$ cat config.mk
export PLATFORM = sky130hd
export DESIGN_NAME = mux81_rr_sched_flat
export DESIGN_NICKNAME = d
export VERILOG_FILES = /design/src/rtl/mux81_pkg.sv /design/src/rtl/mux81_rr_sched_if.sv /design/src/rtl/mux81_rr_sched_mux81.sv /design/src/rtl/mux81_rr_sched.sv /design/src/flat_wrapper.sv
export SDC_FILE = /design/constraint.sdc
export NUM_CORES = 1
export LEC_CHECK = 0
export CORE_UTILIZATION = 35
export DETAILED_ROUTE_END_ITERATION = 10
export DONT_BUFFER_PORTS = 1
export GPL_TIMING_DRIVEN = 0
export SLEW_MARGIN = 20
export SYNTH_ARGS = -nofsm -noshare
export SYNTH_HDL_FRONTEND = slang
export SYNTH_SLANG_ARGS = --single-unit
$ cat constraint.sdc
create_clock -name clk -period 5.52 [get_ports clk]
set_input_delay 1.38 -clock clk [delete_from_list [all_inputs] [get_ports clk]]
set_output_delay 1.38 -clock clk [all_outputs]
set_load 0.02 [all_outputs]
$ cat src/rtl/mux81_pkg.sv
// Shared types, sizes and the rotating priority search for the mux81 scheduler.
package mux81_pkg;

  localparam int N_REQ = 8;
  localparam int SEL_W = 3;

  typedef enum logic {
    IDLE  = 1'b0,
    GRANT = 1'b1
  } state_t;

  typedef struct packed {
    logic             found;
    logic [SEL_W-1:0] idx;
  } pick_t;

  // Rotate req so that index p lands at bit 0, take the lowest set bit, then
  // rotate the found offset back to an absolute requester index.
  function automatic pick_t rr_pick(input logic [N_REQ-1:0] r,
                                    input logic [SEL_W-1:0] p);
    logic [2*N_REQ-1:0] dbl;
    logic [N_REQ-1:0]   rot;
    logic [SEL_W-1:0]   off;
    pick_t              res;
    dbl = {r, r};
    rot = dbl[p +: N_REQ];
    off = '0;
    for (int k = N_REQ - 1; k >= 0; k--) begin
      if (rot[k]) off = SEL_W'(k);
    end
    res.found = |rot;
    res.idx   = off + p;
    return res;
  endfunction

endpackage

$ cat src/rtl/mux81_rr_sched_if.sv
// Requester-side bundle of the scheduler: requests, data bits, grant and muxed output.
interface mux81_rr_sched_if;
  import mux81_pkg::*;

  logic             en;
  logic [N_REQ-1:0] req;
  logic [N_REQ-1:0] din;
  logic [N_REQ-1:0] gnt;
  logic [SEL_W-1:0] sel;
  logic             busy;
  logic             dout;

  modport master (output en, req, din, input gnt, sel, busy, dout);
  modport slave  (input en, req, din, output gnt, sel, busy, dout);
endinterface

$ cat src/rtl/mux81_rr_sched_mux81.sv
// Plain 8:1 bit multiplexer; inputs a..h selected by {s2,s1,s0}.
module mux81
  import mux81_pkg::*;
(
  input  logic a,
  input  logic b,
  input  logic c,
  input  logic d,
  input  logic e,
  input  logic f,
  input  logic g,
  input  logic h,
  input  logic s0,
  input  logic s1,
  input  logic s2,
  output logic o
);

  logic [N_REQ-1:0] in_vec;
  logic [SEL_W-1:0] sel_vec;
  logic [N_REQ-1:0] hit;

  assign in_vec  = {h, g, f, e, d, c, b, a};
  assign sel_vec = {s2, s1, s0};

  // AND-OR form: each input is qualified by its own decoded select.
  for (genvar gi = 0; gi < N_REQ; gi++) begin : g_leg
    assign hit[gi] = in_vec[gi] & (sel_vec == SEL_W'(gi));
  end

  assign o = |hit;

endmodule

$ cat src/rtl/mux81_rr_sched.sv
// Round-robin owner of a shared mux81: one-hot grant, registered select, capped tenure.
module mux81_rr_sched
  import mux81_pkg::*;
#(
  parameter int MAX_HOLD = 4,
  parameter int CNT_W    = 8
) (
  input  logic             clk,
  input  logic             rst_n,
  mux81_rr_sched_if.slave  bus
);

  localparam logic [CNT_W-1:0] HOLD_LAST = CNT_W'(MAX_HOLD - 1);

  state_t           state_reg, state_next;
  logic [N_REQ-1:0] gnt_reg,   gnt_next;
  logic [SEL_W-1:0] sel_reg,   sel_next;
  logic             busy_reg,  busy_next;
  logic [CNT_W-1:0] hold_reg,  hold_next;
  logic [SEL_W-1:0] ptr_reg,   ptr_next;
  pick_t            pick;
  logic             do_grant;
  logic             release_now;
  logic             mux_o;

  // State and grant registers; reset drops the grant without waiting for a clock.
  always_ff @(posedge clk or negedge rst_n) begin
    if (!rst_n) begin
      state_reg <= IDLE;
      gnt_reg   <= '0;
      sel_reg   <= '0;
      busy_reg  <= 1'b0;
      hold_reg  <= '0;
      ptr_reg   <= '0;
    end else begin
      state_reg <= state_next;
      gnt_reg   <= gnt_next;
      sel_reg   <= sel_next;
      busy_reg  <= busy_next;
      hold_reg  <= hold_next;
      ptr_reg   <= ptr_next;
    end
  end

  // Next-state: grant from idle, hold/extend a tenure, or hand over with no bubble.
  // The search starts at owner+1, so an expiring owner is only re-picked when alone.
  always_comb begin
    state_next  = state_reg;
    gnt_next    = gnt_reg;
    sel_next    = sel_reg;
    busy_next   = busy_reg;
    hold_next   = hold_reg;
    ptr_next    = ptr_reg;
    do_grant    = 1'b0;
    release_now = 1'b0;
    pick        = rr_pick(bus.req, ptr_reg);

    case (state_reg)
      IDLE: begin
        do_grant = bus.en && pick.found;
      end
      GRANT: begin
        release_now = !bus.req[sel_reg] || (hold_reg == HOLD_LAST);
        if (release_now) begin
          if (bus.en && pick.found) begin
            do_grant = 1'b1;
          end else begin
            state_next = IDLE;
            gnt_next   = '0;
            busy_next  = 1'b0;
            hold_next  = '0;
          end
        end else begin
          hold_next = hold_reg + 1'b1;
        end
      end
      default: begin
        state_next = IDLE;
      end
    endcase

    if (do_grant) begin
      state_next = GRANT;
      gnt_next   = N_REQ'(1) << pick.idx;
      sel_next   = pick.idx;
      busy_next  = 1'b1;
      hold_next  = '0;
      ptr_next   = pick.idx + 1'b1;
    end
  end

  mux81 u_mux81 (
    .a  (bus.din[0]),
    .b  (bus.din[1]),
    .c  (bus.din[2]),
    .d  (bus.din[3]),
    .e  (bus.din[4]),
    .f  (bus.din[5]),
    .g  (bus.din[6]),
    .h  (bus.din[7]),
    .s0 (sel_reg[0]),
    .s1 (sel_reg[1]),
    .s2 (sel_reg[2]),
    .o  (mux_o)
  );

  assign bus.gnt  = gnt_reg;
  assign bus.sel  = sel_reg;
  assign bus.busy = busy_reg;
  assign bus.dout = busy_reg & mux_o;

endmodule
$ cat src/flat_wrapper.sv
// flat-port wrapper written by rule: the top's interface ports become plain ports
module mux81_rr_sched_flat import mux81_pkg::*;
#(
  parameter int MAX_HOLD = 4,
  parameter int CNT_W    = 8
)
  (clk, rst_n, bus_en, bus_req, bus_din, bus_gnt, bus_sel, bus_busy, bus_dout);
  mux81_rr_sched_if bus_i ();
  input  logic clk;
  input  logic rst_n;
  input wire logic [$bits(bus_i.en)-1:0] bus_en;
  input wire logic [$bits(bus_i.req)-1:0] bus_req;
  input wire logic [$bits(bus_i.din)-1:0] bus_din;
  output wire logic [$bits(bus_i.gnt)-1:0] bus_gnt;
  output wire logic [$bits(bus_i.sel)-1:0] bus_sel;
  output wire logic [$bits(bus_i.busy)-1:0] bus_busy;
  output wire logic [$bits(bus_i.dout)-1:0] bus_dout;
  assign bus_i.en = bus_en;
  assign bus_i.req = bus_req;
  assign bus_i.din = bus_din;
  assign bus_gnt = bus_i.gnt;
  assign bus_sel = bus_i.sel;
  assign bus_busy = bus_i.busy;
  assign bus_dout = bus_i.dout;
  mux81_rr_sched #(.MAX_HOLD(MAX_HOLD), .CNT_W(CNT_W)) u_core (.clk(clk), .rst_n(rst_n), .bus(bus_i));
endmodule
# Yosys cells after proc, flatten, opt, wreduce, memory -nomap -nowiden
# Cells that the tools add are included.
# totals
register_bits	24
inputBits	19
output_inout_bits	13
word_cells	69
# op_classes
n_addsub	3
order_cmp	1
eq_ne	10
shift	2
muxes	27
n_bitwise	10
reduce_logical	10
# ops
op	count
8-bit two-way mux	7
3-bit two-way mux	8
8-bit OR reduction	2
16-bit by 4-bit indexed part select with 8-bit output	1
3-bit == test, second input constant	4
1-bit two-way mux	10
1-bit bitwise AND	9
8-bit by 1-bit adder with 8-bit output, second input constant	1
8-bit by 2-bit == test with 1-bit output, second input constant	1
1-bit by 3-bit left shift with 8-bit output, first input constant	1
3-bit by 2-bit == test with 1-bit output, second input constant	2
3-bit by 4-bit less-than comparator with 1-bit output, second input constant	1
2-bit nonzero test	2
3-bit by 1-bit adder with 3-bit output, second input constant	1
3-bit adder	1
1-bit binary-select mux with 3-bit select	1
3-bit by 1-bit == test with 1-bit output, second input constant	1
3-bit logical NOT	1
3-bit by 2-bit != test with 1-bit output, second input constant	1
3-bit AND reduction	1
2-bit by 1-bit != test with 1-bit output, second input constant	1
1-bit one-hot mux with 2 select lines	1
2-bit AND reduction	1
1-bit logical AND	1
3 further kinds	3

# Logic depth before layout (Yosys ltp)
# Gate-level depths: netlist (run 1).
# depth
word_depth	12
mapped_depth	13
ltp_nobuf	11

# Cells and area by module
# A second synthesis (run 1) with hierarchy kept.
# unflattened
hier_cells	135
hier_area_um2	1651.6
# by_module_without_submodules
mod	instances	cells_per_inst	area_each_um2	seq_area_each_um2
mux81_rr_sched	1	132	1587.8	600.6
mux81	1	3	63.8	0.0

# Worst setup path before layout (run 1)
# Ideal clock, no wire load.
# synth_timing
path_kind	input to register
start	in bus_req[0]
end	reg u_core.ptr_reg[2]
setup_time_ns	0.125
t_arrival_ns	3.953
required_time_ns	5.395
setup_slack_ns	1.442
stages	10
path_buffers	0
cell_sequence	mux4_2 o21bai_1 a2111oi_0 a211oi_1 ha_1 fa_1 xnor2_4 inv_4 ha_1 mux2_2
# synth_between
elab_chain_cells	11
word_cells_on_any_way	20
classes_between	2 x add/sub; 1 x shift; 13 x mux; 4 x reduce/logical
# synth_rtl
element	line_no	source
start: declaration	flat_wrapper.sv:12	input wire logic [$bits(bus_i.req)-1:0] bus_req;
16-bit by 4-bit indexed part select with 8-bit output	mux81_pkg.sv:26	rot = dbl[p +: N_REQ];
3-bit two-way mux (8 in series)	mux81_pkg.sv:29	if (rot[k]) off = SEL_W'(k);
3-bit adder	mux81_pkg.sv:32	res.idx = off + p;
3-bit by 1-bit adder with 3-bit output	mux81_rr_sched.sv:88	ptr_next = pick.idx + 1'b1;
end signal: assignment	mux81_rr_sched.sv:41	ptr_reg <= ptr_next;
end: declaration	mux81_rr_sched.sv:20	logic [SEL_W-1:0] ptr_reg, ptr_next;
# Parallel ways exist; a longest one is shown, timed or not. The select of a mux whose other input is x is not followed.
# A chain may end at the register's enable or synchronous reset.

# Final worst setup path (run 1)
# Same ends and word-level chain as after synthesis.

==> impl_metrics.toml, run 1 <==
[min_path]
min_path_type = "reg -> reg"

[global_routing]
grt_max_degree = 25
overflow = 0
grt_pass1_vias = 1332
grtUsageTotal_pct = 15.94
antenna_found_initial = 0
grt_pass1_wl_mm = 6.513

[cells_and_area]
fin_nets = 189
multiInputGateArea_sq_um = 1067
fin_util_pct = 39.42
fin_cells = 227
seq_area_sq_um = 600.6
stdcell_area_sq_um = 1887
drive_above_1_share_pct = 20.63
fillers = 453
n_antenna_cell = 0
syn_to_final_growth_pct = 7.102

[setup_path]
arrival_ps = 4220
crit_type = "in -> reg"
crit_required_ps = 5670
endpoint_kind = "flip-flop"
path_max_fanout = 8
start_kind = "input pin"

[yosys]
synthTopCellsByArea = "dfrtp_1 (34%), mux4_2 (15%), ha_1 (5.0%)"
avgSynthCellArea_sq_um = 11.22
yosys_warnings = 0
synth_edf_count = 0
yosysMostFrequentCell = "dfrtp_1"
synth_top_area_cell = "dfrtp_1"
ys.flop_type = "dfrtp_1"
syn-num-nets = 184
netlist_area_sq_um = 1762
synth_cell_type_count = 47
synth_top_area_share_pct = 34.09
synth_commonest_cells = "dfrtp_1 (24), mux4_2 (12), nor2_1 (12)"
ys_seq_area_share_pct = 34.09
synth-seq-cells = 24
synthCells = 157
async_flop_share_pct = 100.0

[placement]
dp_hpwl_mm = 2.985
dp.cells = 224
port_buffers = 0
routabilityCongestion = 0.7812
placed_cell_area_sq_um = 1846

[routing]
first_iter_violations = 86
detailroute.via_count = 1371
drc_errors = 0
vias_per_cell = 6.040
wirelength_mm = 3.872
firstDrtPassIters = 4
avgRoutedWirePerCell_um = 17.06
ant_nets = 0

[timing]
finalCriticalPeriod_ps = 4067
max_slew.worst_pin.slew_ps = 902.8
maxSlewViolCount = 0
setup_viol_count_final = 0
fin_crit_sh_pct = 73.68
relSlewSlack_pct = 39.53
fmax_mhz = 245.9
rsz0062_at_grt = "false"
timing.final.hold_violations = 0
finClkSkew_ps = 5.311
fin_setup_tns_ps = 0

[cts]
cts_setup_buffers = 0
cts_htree_levels = 1
cts_tree = "done"
clk_latency_ps = 260
cts.repair.resized = 0
clock_sinks = 24
clk_pin_slew_ps = 80
cts_buffer_depth = 2
clockRootBuffer = "clkbuf_8"
ctsHoldBuffers = 0
cts_buffers = 3

[floorplanning]
ios = 32
die_w_um = 72.95
rows = 25
die_height_um = 72.95
core_sq_um = 4786
dieArea_sq_um = 5321
initial_utilization_pct = 36.81

[pwr]
leakage_nw = 0.8143
peakVddDrop_uv = 189.9
p_per_area_nw_per_um2 = 650.3

[run]
drv_cap = 0

[run_status]
status = "finished, final reports clean"
==> layer usage <==
layer	GRT usage (%)	share of wire [%]
met1	18.88	40
met2	29.18	57
met3	2.210	2.0
met5	0	0
met4	6.100	0.80
==> worst max-delay path: stages <==
cell and delay (ps):
mux4_2 480, o21bai_1 200, a2111oi_0 460, a211oi_1 110, ha_1 210, fa_1 450, xnor2_4 320, inv_4 70
ha_1 290, mux2_2 260
==> metrics by stage <==
stage	power [mW]	hold slack (ps)	setup slack, ps
after floorplan	0.9615	465.8	1442
after global placement	1.095	493.2	1258
after detailed placement	1.130	509.8	1140
after CTS	1.237	528.2	1430
after global routing	1.326	536.6	1268
final	1.227	520.4	1453
==> where the power goes <==
| group | internal (mW) | switching, mW | total (mW) |
|---|---|---|---|
| clock network | 0.0487 | 0.0529 | 0.102 |
| logic | 0.384 | 0.439 | 0.824 |
| registers | 0.229 | 0.0727 | 0.302 |
| total | 0.662 | 0.565 | 1.23 |
==> placed cells by master (no fill, tap or decap), types with 3 or more instances in the layout <==
cell      instances
a21oi_1          11
o22ai_1           3
a211o_1           3
dfrtp_1          24
ha_1              7
inv_1             5
nor2_1           12
nand2_1           5
clkbuf_8          3
a21o_1            4
a32o_1            7
nand2b_1          3
clkbuf_1          3
mux2_2            6
or3_1             3
nand3_1           3
mux4_2           12
mux2i_1           3
buf_2             4
buf_4             3
==> worst paths after layout <==
path | from | cells after the start | slack, ps | to
setup / recovery | bus_req[0] | 10 | 1450 | u_core.ptr_reg[2]
hold / removal | u_core.hold_reg[7] | 1 | 520 | u_core.hold_reg[7]
max in group asynchronous | rst_n | 0 | 4640 | u_core.hold_reg[6]
min in group asynchronous | rst_n | 0 | 800 | u_core.bus.gnt[7]
setup reg to reg | u_core.ptr_reg[1] | 13 | 1470 | u_core.ptr_reg[2]
hold reg to reg | u_core.hold_reg[7] | 1 | 520 | u_core.hold_reg[7]
==> cell families (layout without fill, tap and decap cells) <==
kind of cell | after synthesis | after routing | synth area share (%)
AOI/OAI and AO/OA | 42 | 42 | 17.47
xor gates and xnor gates | 2 | 2 | 2.060
adders and majority gates | 9 | 9 | 6.747
buffers and inverters | 18 | 21 | 5.327
DFF | 24 | 24 | 34.09
muxes | 22 | 22 | 22.37
and+or+nand+nor | 40 | 40 | 11.93
==> cell type report <==
cell class                 instances  area share, %
inverter                           6          1.326
sequential                        24          31.83
multi-input combinational        115          56.56
tap                               67          4.443
buffer                            12          3.647
clock buffer                       3          2.188
Power figures use the tool's default switching activity.
==> inputs of run 2 (changes only) <==
clock period = 3.8 ns   (was 5.52 ns; I/O delays follow)
==> run 2 against run 1 <==
Against the previous run: via count down 2.2%; cell area down 0.13%; largest power group unchanged; sequential share of layout area about the same; largest cell class unchanged; combinational power up 44%; wire length down 0.75%; clock power up 44%; cell count down 0.44%; clock-buffer cell count unchanged; global-route usage about the same; hold slack worse by 150 ps; power up 45%.
==> impl_metrics.toml, run 2 (synthesis gave the netlist of run 1 again) <==
[global_routing]
overflow = 0
grtUsageTotal_pct = 15.91
grtUsageMet3_pct = 2.210
use_met1_pct = 19.15
antenna_found_initial = 0
grt_pass1_vias = 1320
grt_max_degree = 25
gr-usage-met2_pct = 29.18
grt_pass1_wl_mm = 6.513
busiest_layer = "met2"

[setup_path]
endpoint_kind = "flip-flop"
start_kind = "flip-flop"
arrival_ps = 3800
path_max_fanout = 18
crit_type = "reg -> reg"
crit_required_ps = 3950

[cts]
ctsHoldBuffers = 0
clock_sinks = 24
clockRootBuffer = "clkbuf_8"
cts_buffers = 3
cts_tree = "done"
cts_htree_levels = 1
clk_pin_slew_ps = 80
cts_buffer_depth = 2
clk_latency_ps = 260

[pwr]
peakVddDrop_uv = 272.5
leakage_nw = 0.8155
total_power_mw = 1.773
p_per_area_nw_per_um2 = 940.9

[placement]
dp_hpwl_mm = 2.985
pre_cts_ws_ps = -268.7
routabilityCongestion = 0.7812
port_buffers = 0
dp.cells = 224

[cells_and_area]
drive_above_1_share_pct = 21.38
fin_nets = 188
final_common_cell = "dfrtp_1"
fin_cells = 226
most-common-layout-cells = "dfrtp_1 (24), mux4_2 (12), nor2_1 (12)"
n_antenna_cell = 0
syn_to_final_growth_pct = 6.960

[routing]
first_iter_violations = 103
detailroute.via_count = 1341
firstDrtPassIters = 4
wirelength_mm = 3.843
drc_errors = 0
vias_per_cell = 5.934
ant_nets = 0
avgRoutedWirePerCell_um = 17.00

[run_status]
status = "finished, final reports clean"

[floorplanning]
die_height_um = 72.95
initial_utilization_pct = 36.81
dieArea_sq_um = 5321
die_w_um = 72.95
rows = 25
core_sq_um = 4786
ios = 32

[timing]
maxSlewViolCount = 0
finClkSkew_ps = 2.683
fmax_mhz = 274.3
relSlewSlack_pct = 40.43
timing.final.hold_violations = 0
setup_viol_count_final = 0
rsz0062_at_grt = "false"
finalWorstSetupSlack_ps = 154.5
fin_crit_sh_pct = 95.94
finalCriticalPeriod_ps = 3646
max_slew.worst_pin.slew_ps = 889.5

[run]
drv_cap = 0

[min_path]
min_path_type = "in -> async"
run 2: power by group:
group | leakage [nW] | total, mW | internal [mW] | switching [mW]
combinational | 0.484 | 1.19 | 0.557 | 0.631
sequential | 0.310 | 0.438 | 0.333 | 0.106
clock | 0.0216 | 0.147 | 0.0708 | 0.0759
run 2: path summary, 6_finish.rpt:
kind / startpoint / depth (start not counted) / end / slack, ps
setup / recovery: u_core.ptr_reg[1] / 12 / u_core.ptr_reg[2] / 150
max in group asynchronous: rst_n / 0 / u_core.hold_reg[6] / 3350
min in group clk: u_core.hold_reg[7] / 1 / u_core.hold_reg[7] / 520
setup reg to reg: u_core.ptr_reg[1] / 12 / u_core.ptr_reg[2] / 150
hold reg to reg: u_core.hold_reg[7] / 1 / u_core.hold_reg[7] / 520
hold / removal: rst_n / 0 / u_core.bus.gnt[6] / 370
run 2: worst max-delay path, stage by stage (launching register included):
cell and delay, ps:
dfrtp_1 400, buf_6 210, mux2_2 360, mux2i_1 260, o21bai_1 150, a2111oi_0 460, a211oi_1 110, ha_1 210
fa_1 450, xnor2_4 320, inv_4 70, ha_1 290, mux2_2 260
run 2: repair_timing:
item	4_1_cts	5_1_grt
buffers inserted	0	0
resized for setup	1	0
endpoints found under the setup margin	6	0
run 2: per-layer routing:
metal / up-vias / share of wire [%]
li1: 619 / -
met1: 696 / 40
met2: 24 / 58
met3: 2 / 2.3
met4: 0 / 0.42
met5: - / 0
run 2: stage by stage:
step	util, %	hold WS [ps]	setup TNS (ps)	area, sq um
2_1_floorplan	-	465.8	0	1762
3_3_place_gp	38.56	493.2	-91.73	1846
3_5_place_dp	38.56	509.8	-388.4	1846
4_1_cts	39.37	367.1	0	1884
5_1_grt	39.37	353.7	0	1884
6_report	39.37	372.8	0	1884
run 2: final cells by class:
cell class,count,area (sq um)
fill,454,2902
multi-input combinational,115,1067
sequential,24,600.6
tap,67,83.83
buffer,11,66.31
clock buffer,3,41.29
inverter,6,25.02
